--- src/rtl/axi4_b_resp_merger.sv ---
// Write-response merger: forwards master B responses and injects local
// SLVERR responses for dropped write bursts once their WLAST has gone by.
module axi4_b_resp_merger #(
    parameter int AXI_ID_WIDTH   = 10,
    parameter int AXI_USER_WIDTH = 2,
    parameter int DROP_DEPTH     = 4
) (
    input  logic                      axi4_aclk,
    input  logic                      axi4_arstn,
    input  logic                      drop_valid,
    input  logic [AXI_ID_WIDTH-1:0]   drop_id,
    input  logic [AXI_USER_WIDTH-1:0] drop_user,
    input  logic                      drop_l2,
    output logic                      drop_full,
    input  logic                      w_drop_last,
    input  logic                      wlast_received,
    output logic                      response_sent,
    output logic                      overflow,
    input  logic [AXI_ID_WIDTH-1:0]   m_axi4_bid,
    input  logic [1:0]                m_axi4_bresp,
    input  logic [AXI_USER_WIDTH-1:0] m_axi4_buser,
    input  logic                      m_axi4_bvalid,
    output logic                      m_axi4_bready,
    output logic [AXI_ID_WIDTH-1:0]   s_axi4_bid,
    output logic [1:0]                s_axi4_bresp,
    output logic [AXI_USER_WIDTH-1:0] s_axi4_buser,
    output logic                      s_axi4_bvalid,
    input  logic                      s_axi4_bready
);
    localparam int PW = $clog2(DROP_DEPTH);
    localparam int EW = AXI_ID_WIDTH + AXI_USER_WIDTH + 1;
    localparam logic [PW:0] FULL_CNT = (PW+1)'(DROP_DEPTH);

    typedef enum logic [1:0] {IDLE, FWD, LOCAL} state_t;

    state_t state, state_nxt;

    logic [EW-1:0] mem [DROP_DEPTH];
    logic [PW-1:0] wr_ptr, rd_ptr;
    logic [PW:0]   count, wl_cnt;
    logic          prio;

    logic [EW-1:0]             head;
    logic [AXI_ID_WIDTH-1:0]   head_id;
    logic [AXI_USER_WIDTH-1:0] head_user;
    logic                      head_l2;
    logic                      empty, push, pop, local_rdy;
    logic                      load_local, load_fwd, both_pending;

    assign head      = mem[rd_ptr];
    assign head_id   = head[EW-1 -: AXI_ID_WIDTH];
    assign head_user = head[AXI_USER_WIDTH:1];
    assign head_l2   = head[0];

    assign empty     = (count == '0);
    assign drop_full = (count == FULL_CNT);
    assign push      = drop_valid & ~drop_full;
    assign local_rdy = ~empty & (head_l2 ? wlast_received : (wl_cnt != '0));
    assign both_pending = local_rdy & m_axi4_bvalid;

    always_ff @(posedge axi4_aclk or negedge axi4_arstn) begin
        if (!axi4_arstn) state <= IDLE;
        else             state <= state_nxt;
    end

    always_comb begin
        state_nxt     = state;
        m_axi4_bready = 1'b0;
        response_sent = 1'b0;
        pop           = 1'b0;
        load_local    = 1'b0;
        load_fwd      = 1'b0;
        unique case (state)
            IDLE: begin
                if (local_rdy && (prio || !m_axi4_bvalid)) begin
                    load_local = 1'b1;
                    state_nxt  = LOCAL;
                end else if (m_axi4_bvalid) begin
                    m_axi4_bready = 1'b1;
                    load_fwd      = 1'b1;
                    state_nxt     = FWD;
                end
            end
            FWD: begin
                if (s_axi4_bready) state_nxt = IDLE;
            end
            LOCAL: begin
                if (s_axi4_bready) begin
                    pop           = 1'b1;
                    response_sent = head_l2;
                    state_nxt     = IDLE;
                end
            end
            default: state_nxt = IDLE;
        endcase
    end

    always_ff @(posedge axi4_aclk) begin
        if (push) mem[wr_ptr] <= {drop_id, drop_user, drop_l2};
    end

    always_ff @(posedge axi4_aclk or negedge axi4_arstn) begin
        if (!axi4_arstn) begin
            wr_ptr   <= '0;
            rd_ptr   <= '0;
            count    <= '0;
            overflow <= 1'b0;
        end else begin
            if (push) wr_ptr <= wr_ptr + 1'b1;
            if (pop)  rd_ptr <= rd_ptr + 1'b1;
            if (push && !pop)      count <= count + 1'b1;
            else if (pop && !push) count <= count - 1'b1;
            if (drop_valid && drop_full) overflow <= 1'b1;
        end
    end

    // wl_cnt tracks L1 bursts whose WLAST is already consumed
    always_ff @(posedge axi4_aclk or negedge axi4_arstn) begin
        if (!axi4_arstn) begin
            wl_cnt <= '0;
        end else if (w_drop_last && !(pop && !head_l2)) begin
            if (wl_cnt != FULL_CNT) wl_cnt <= wl_cnt + 1'b1;
        end else if (!w_drop_last && pop && !head_l2) begin
            wl_cnt <= wl_cnt - 1'b1;
        end
    end

    always_ff @(posedge axi4_aclk or negedge axi4_arstn) begin
        if (!axi4_arstn) begin
            prio          <= 1'b0;
            s_axi4_bvalid <= 1'b0;
            s_axi4_bid    <= '0;
            s_axi4_bresp  <= 2'b00;
            s_axi4_buser  <= '0;
        end else begin
            if ((load_local || load_fwd) && both_pending) prio <= ~prio;
            if (load_local) begin
                s_axi4_bvalid <= 1'b1;
                s_axi4_bid    <= head_id;
                s_axi4_bresp  <= 2'b10;
                s_axi4_buser  <= head_user;
            end else if (load_fwd) begin
                s_axi4_bvalid <= 1'b1;
                s_axi4_bid    <= m_axi4_bid;
                s_axi4_bresp  <= m_axi4_bresp;
                s_axi4_buser  <= m_axi4_buser;
            end else if (s_axi4_bready) begin
                s_axi4_bvalid <= 1'b0;
            end
        end
    end
endmodule

--- config.mk ---
export PLATFORM = sky130hd
export DESIGN_NAME = axi4_b_resp_merger
export DESIGN_NICKNAME = d
export VERILOG_FILES = /design/src/rtl/axi4_b_resp_merger.sv
export SDC_FILE = /design/constraint.sdc
export NUM_CORES = 1
export LEC_CHECK = 0
export BUFFER_PORTS_ARGS = -buffer_cell sky130_fd_sc_hd__buf_2
export CORE_UTILIZATION = 50
export CTS_CLUSTER_SIZE = 16
export DETAILED_ROUTE_END_ITERATION = 16
export GPL_TIMING_DRIVEN = 0
export HOLD_SLACK_MARGIN = 0.03
export PLACE_DENSITY_LB_ADDON = 0.12
export SETUP_SLACK_MARGIN = 0.15
export SYNTH_ARGS = -nofsm -noshare
export SYNTH_HDL_FRONTEND = slang
export SYNTH_SLANG_ARGS = --single-unit
--- constraint.sdc ---
create_clock -name axi4_aclk -period 3.4 [get_ports axi4_aclk]
set_input_delay 0.17 -clock axi4_aclk [delete_from_list [all_inputs] [get_ports axi4_aclk]]
set_output_delay 0.17 -clock axi4_aclk [all_outputs]
set_load 0.01 [all_outputs]
=== Word level (Yosys, flattened, before mapping) ===
Memory sizes are Yosys's and may differ from the RTL's.
Index checks and enable logic that the tools add are counted.
Widths: inputs -> output; s select.

* Logic and storage cells: 88
* Memory bits (writable): 52
* Bits of input ports: 34
* Memory bits (read-only): 0
* Bits in latches: 0
* Register bits: 29
* Memories kept: 1

* Mux-type cells: 30
* Add/sub/neg operators: 6
* Div/mod/pow operators: 0
* Equal/unequal tests: 7
* Bitwise logic cells: 6
* Reduce and logical (&&, ||, !) cells: 27
* Shift-type cells: 0
* Multipliers: 0
* Magnitude comparators: 0

{| class="wikitable"
|+ Memory list
! name !! words !! width !! read ports !! clocked after memory_dff !! write ports !! RTL line !! text
|-
| mem || 4 || 13 || 1 || 0 || 1 || 38 || <nowiki>logic [EW-1:0] mem [DROP_DEPTH];</nowiki>
|}

{| class="wikitable"
|+ Operators with widths
! operator !! count
|-
| $mux 10 || 2
|-
| $mux 1 || 15
|-
| $mux 3 || 5
|-
| $mux 2 || 7
|-
| $logic_and 1x1->1 || 9
|-
| $add 3x1->3 const B || 2
|-
| $logic_not 1->1 || 6
|-
| $ne 3x3->1 const B || 2
|-
| $reduce_bool 2->1 || 3
|-
| $reduce_bool 3->1 || 2
|-
| $sub 3x1->3 const B || 2
|-
| $add 2x1->2 const B || 2
|-
| $ne 2x1->1 const B || 2
|-
| $pmux 2 s2 || 1
|-
| $reduce_and 2->1 || 2
|-
| $and 1x1->1 || 3
|-
| $eq 3x3->1 const B || 1
|-
| $logic_not 3->1 || 1
|-
| $not 1->1 || 3
|-
| $eq 2x1->1 const B || 1
|-
| $eq 2x2->1 const B || 1
|-
| $logic_not 2->1 || 1
|-
| $logic_or 1x1->1 || 2
|-
| $reduce_or 2->1 || 1
|}

=== Depth between registers and ports, before layout ===
* Depth in word-level cells: 8
* Gate-level depth with buffers: 9
* Mapped depth without buffers: 9

=== Worst setup path before layout ===
No wires, ideal clock.

* Path type: reg-to-reg
* Start point: register rd_ptr[0]
* End point: register wl_cnt[1]
* Required time: 3.267 ns
* Arrival: 2.211 ns
* Path buffers: 1
* Slack: 1.056 ns
* Stages on the path, launching flop included: 8
* Path through: dfrtp_1 > buf_6 > mux4_2 > o21ai_0 > fa_1 > mux2_2 > nand2_1 > o21ai_0

* Cells in the longest elaborated chain, start to end: 7
* Elaborated cells between the ends (all ways): 10
* Classes of those cells: 1 x eq/ne; 1 x mux; 7 x reduce/logical; 1 x memory

{| class="wikitable"
|+ Ends and longest elaborated chain
! element !! RTL line !! text
|-
| start: declaration || 39 || <nowiki>logic [PW-1:0] wr_ptr, rd_ptr;</nowiki>
|-
| start signal: assignment || 110 || <nowiki>if (pop) rd_ptr <= rd_ptr + 1'b1;</nowiki>
|-
| $mem_v2 4x13 * || - ||
|-
| $logic_not 1->1 * || 121, 123 ||
|-
| $logic_and 1x1->1 || 121 || <nowiki>end else if (w_drop_last && !(pop && !head_l2)) begin</nowiki>
|-
| $logic_not 1->1 || 121 ||
|-
| $logic_and 1x1->1 || 121 ||
|-
| $ne 2x1->1 (no source line) / $reduce_bool 2->1 (equally long branches) || - ||
|-
| $reduce_and 2->1 (no source line) || - ||
|-
| end signal: assignment || 122 || <nowiki>if (wl_cnt != FULL_CNT) wl_cnt <= wl_cnt + 1'b1;</nowiki>
|-
| end signal: assignment || 124 || <nowiki>wl_cnt <= wl_cnt - 1'b1;</nowiki>
|-
| end: declaration || 40 || <nowiki>logic [PW:0] count, wl_cnt;</nowiki>
|}

Mark *: on every way between the ends. The rest lies on a longest branch, timed or not.
A chain may end at the register's enable or synchronous reset.

=== Worst setup path in the final report ===
Ends and elaborated chain as after synthesis.

==> flow_metrics.tcl <==
set metrics [dict create \
    worstSetupEndpointType "flop" \
    vias 2008 \
    yosysMostFrequentCell "edfxtp_1" \
    ys_ff_latch 81 \
    yosys-top-cells-count "edfxtp_1, dfrtp_1, mux2_2" \
    syn-mean-instance-area_um2 16.4 \
    insertion_delay_ns 0.35 \
    hp-class "in2reg" \
    ctsHoldBuffers 13 \
    grt_pass1_wl_um 10000 \
    finish.utilization 0.630 \
    stdcell_count 393 \
    core_area_um2 6830 \
    yosys_warnings 0 \
    drc_errors 0 \
    rows 30 \
    yosys.area.top_type_share 0.440 \
    synth_top_family_by_area "multiplexers" \
    cts_root_buf "clkbuf_8" \
    netlist_area_um2 3550 \
    place.gp.congestion 0.791 \
    grt_max_degree 30 \
    multiInputGateArea_um2 1180 \
    drive_gt1_frac 0.370 \
    synth_mux_area_frac 0.185 \
    path_max_fanout 6 \
    rrSetupSlack_ns 0.85 \
    diodes 0 \
    hold_depth 1 \
    netlist-cell-type-count 37 \
    syn_nets 259 \
    status "finished clean" \
    path_class "reg2reg" \
    syn_inst 216 \
    cts_resized 0 \
    slew_headroom 0.444 \
    cts_buffer_depth 2 \
    drv_slew 0 \
    synth_fa_ha_area_frac 0.0360 \
    p_total_mw 3.80 \
    setup_viol 0 \
    finalCriticalPeriod_ns 2.55 \
    final_net_count 335 \
    numCtsBuffers 9 \
    required_ns 3.62 \
    die_h_um 86.3 \
    ant_nets 0 \
    fin_skew_ns 0.00985 \
    synth-main-ff-cell "edfxtp_1" \
    port_buffers 52 \
    max_freq_ghz 0.393 \
    period_share 0.749 \
    synthTopCellsByArea "edfxtp_1, dfrtp_1, mux4_2" \
    reg2regPathDepth 7 \
    areaGrowthSynthToFinish_pct 21.2 \
    clk_pin_slew_ns 0.08 \
    initial_utilization 0.520 \
    synth_edf_count 52 \
    wl_um 6170 \
    dieWidth_um 86.3 \
    vias_per_cell 5.11 \
    routedWlPerCell_um 15.7 \
    setup-tns-final_ns 0 \
    synth_compound_area_frac 0.0423 \
    max_slew.worst_pin.slew_ns 0.834 \
    yosysTopAreaCell "edfxtp_1" \
    arrival_ns 2.77 \
    drv_cap 0 \
    cts_tree "yes" \
    p_leak_nw 1.70 \
    numClockSinks 81 \
    antenna_found_initial 0 \
    grt_overflow_total 0 \
    start_kind "flop" \
    finalHoldViolCount 0 \
    ioPinCount 53 \
    synthArstFlopShare 0.358 \
    dp.cells 364 \
    grt_pass1_vias 1984 \
    synth-simple-area-share 0.0532 \
    grt_usage 0.188 \
    first_iter_violations 132 \
    first_pass_iters 4 \
    vdd.ir_drop.worst_uv 391 \
    nFillCells 533 \
    synth-xor-area-share 0.0173 \
    pwr_density_cell_nw_per_um2 884 \
    synth_seq_area_share 0.644 \
    dp_hpwl_um 4070 \
    htreeDepth 3 \
    rsz0062_at_grt "false" \
    cts_setup_buffers 0 \
    dieArea_um2 7440 \
    regArea_um2 2290 \
]
[metrics by stage]
stage	hold WS, ns	instance area (um^2)	worst slack [ns]
global placement	0.263	3930	0.894
finish	0.0506	4300	0.854
floorplan	-0.126	3550	1.06
detailed placement	0.265	3930	0.868
global route	0.0337	4300	0.653
CTS	0.0316	4300	0.857
[where the power goes]
group / switching [mW] / internal (mW) / total [mW]
Sequential: 0.155 / 1.37 / 1.52
Combinational: 0.685 / 0.754 / 1.44
Clock: 0.351 / 0.491 / 0.841
Total: 1.19 / 2.61 / 3.80
[per-layer routing]
layer	wire, um	share of wire	track usage	vias to the layer above
li1	-	-	-	972
met1	2980	0.48	0.261	974
met2	2810	0.45	0.284	49
met3	225	0.036	0.0371	13
met4	160	0.026	0.0970	0
met5	0	0	0	-
[flip-flops by register name, indices dropped and copies added (netlist names)]
| register | cells |
|---|---|
| s_axi4_bid | 10 |
| prio | 1 |
| overflow | 1 |
| s_axi4_buser | 2 |
| state | 2 |
| count | 3 |
| wl_cnt | 3 |
| mem | 52 |
| s_axi4_bvalid | 1 |
| rd_ptr | 2 |
| wr_ptr | 2 |
| s_axi4_bresp | 2 |
[final cells by class]
type                            count  area share
Buffer                              7     0.00960
Clock buffer                       10      0.0297
Inverter                           10     0.00873
Multi-Input combinational cell    118       0.275
Tap cell                           96      0.0279
Timing Repair Buffer               65      0.0908
Sequential cell                    81       0.532
Clock inverter                      6      0.0265
[worst max-delay path, stage by stage, from the launching register on]
cell and delay (ns):
dfrtp_1 0.35, buf_6 0.14, mux4_2 0.59, o21ai_0 0.44
fa_1 0.52, mux2_2 0.27, nand2_1 0.06, o21ai_0 0.07
[cell usage in the layout (no fill, tap or decap), types with 2 or more instances in the layout]
master	n
nand3_1	2
fa_1	2
nand2_1	9
inv_1	10
ha_1	7
xnor2_1	4
or3_1	2
o211ai_1	2
dfrtp_1	29
a21oi_1	4
mux4_2	12
clkinvlp_4	2
o21ai_0	9
nor3_1	2
mux2_2	17
mux2_4	9
dlygate4sd3_1	13
buf_2	52
a21o_1	2
xor2_1	3
nor2_1	8
nor2b_1	3
buf_6	2
bufinv_16	3
edfxtp_1	52
clkbuf_1	6
clkbuf_8	9
nand2b_1	2
o22ai_1	2
and2_1	5
[cell families (layout without fill, tap and decap cells)]
group,count (synthesis),after routing
flops,81,81
fa+ha+maj,9,9
buf+inv,17,98
xor+xnor,7,7
compound gates,24,24
mux,41,41
simple gates,37,37
[path summary, 6_finish.rpt]
kind                                  startpoint                         to
setup / recovery           rd_ptr[0]$_DFFE_PN0P_      wl_cnt[1]$_DFFE_PN0P_
setup reg to reg           rd_ptr[0]$_DFFE_PN0P_      wl_cnt[1]$_DFFE_PN0P_
max in group asynchronous             axi4_arstn  s_axi4_bvalid$_DFFE_PN0P_
hold / removal                        drop_id[1]        mem[3][4]$_DFFE_PP_
hold reg to reg             overflow$_DFFE_PN0P_       overflow$_DFFE_PN0P_
min in group asynchronous             axi4_arstn      wl_cnt[1]$_DFFE_PN0P_
(Power assumes the default switching activity.)
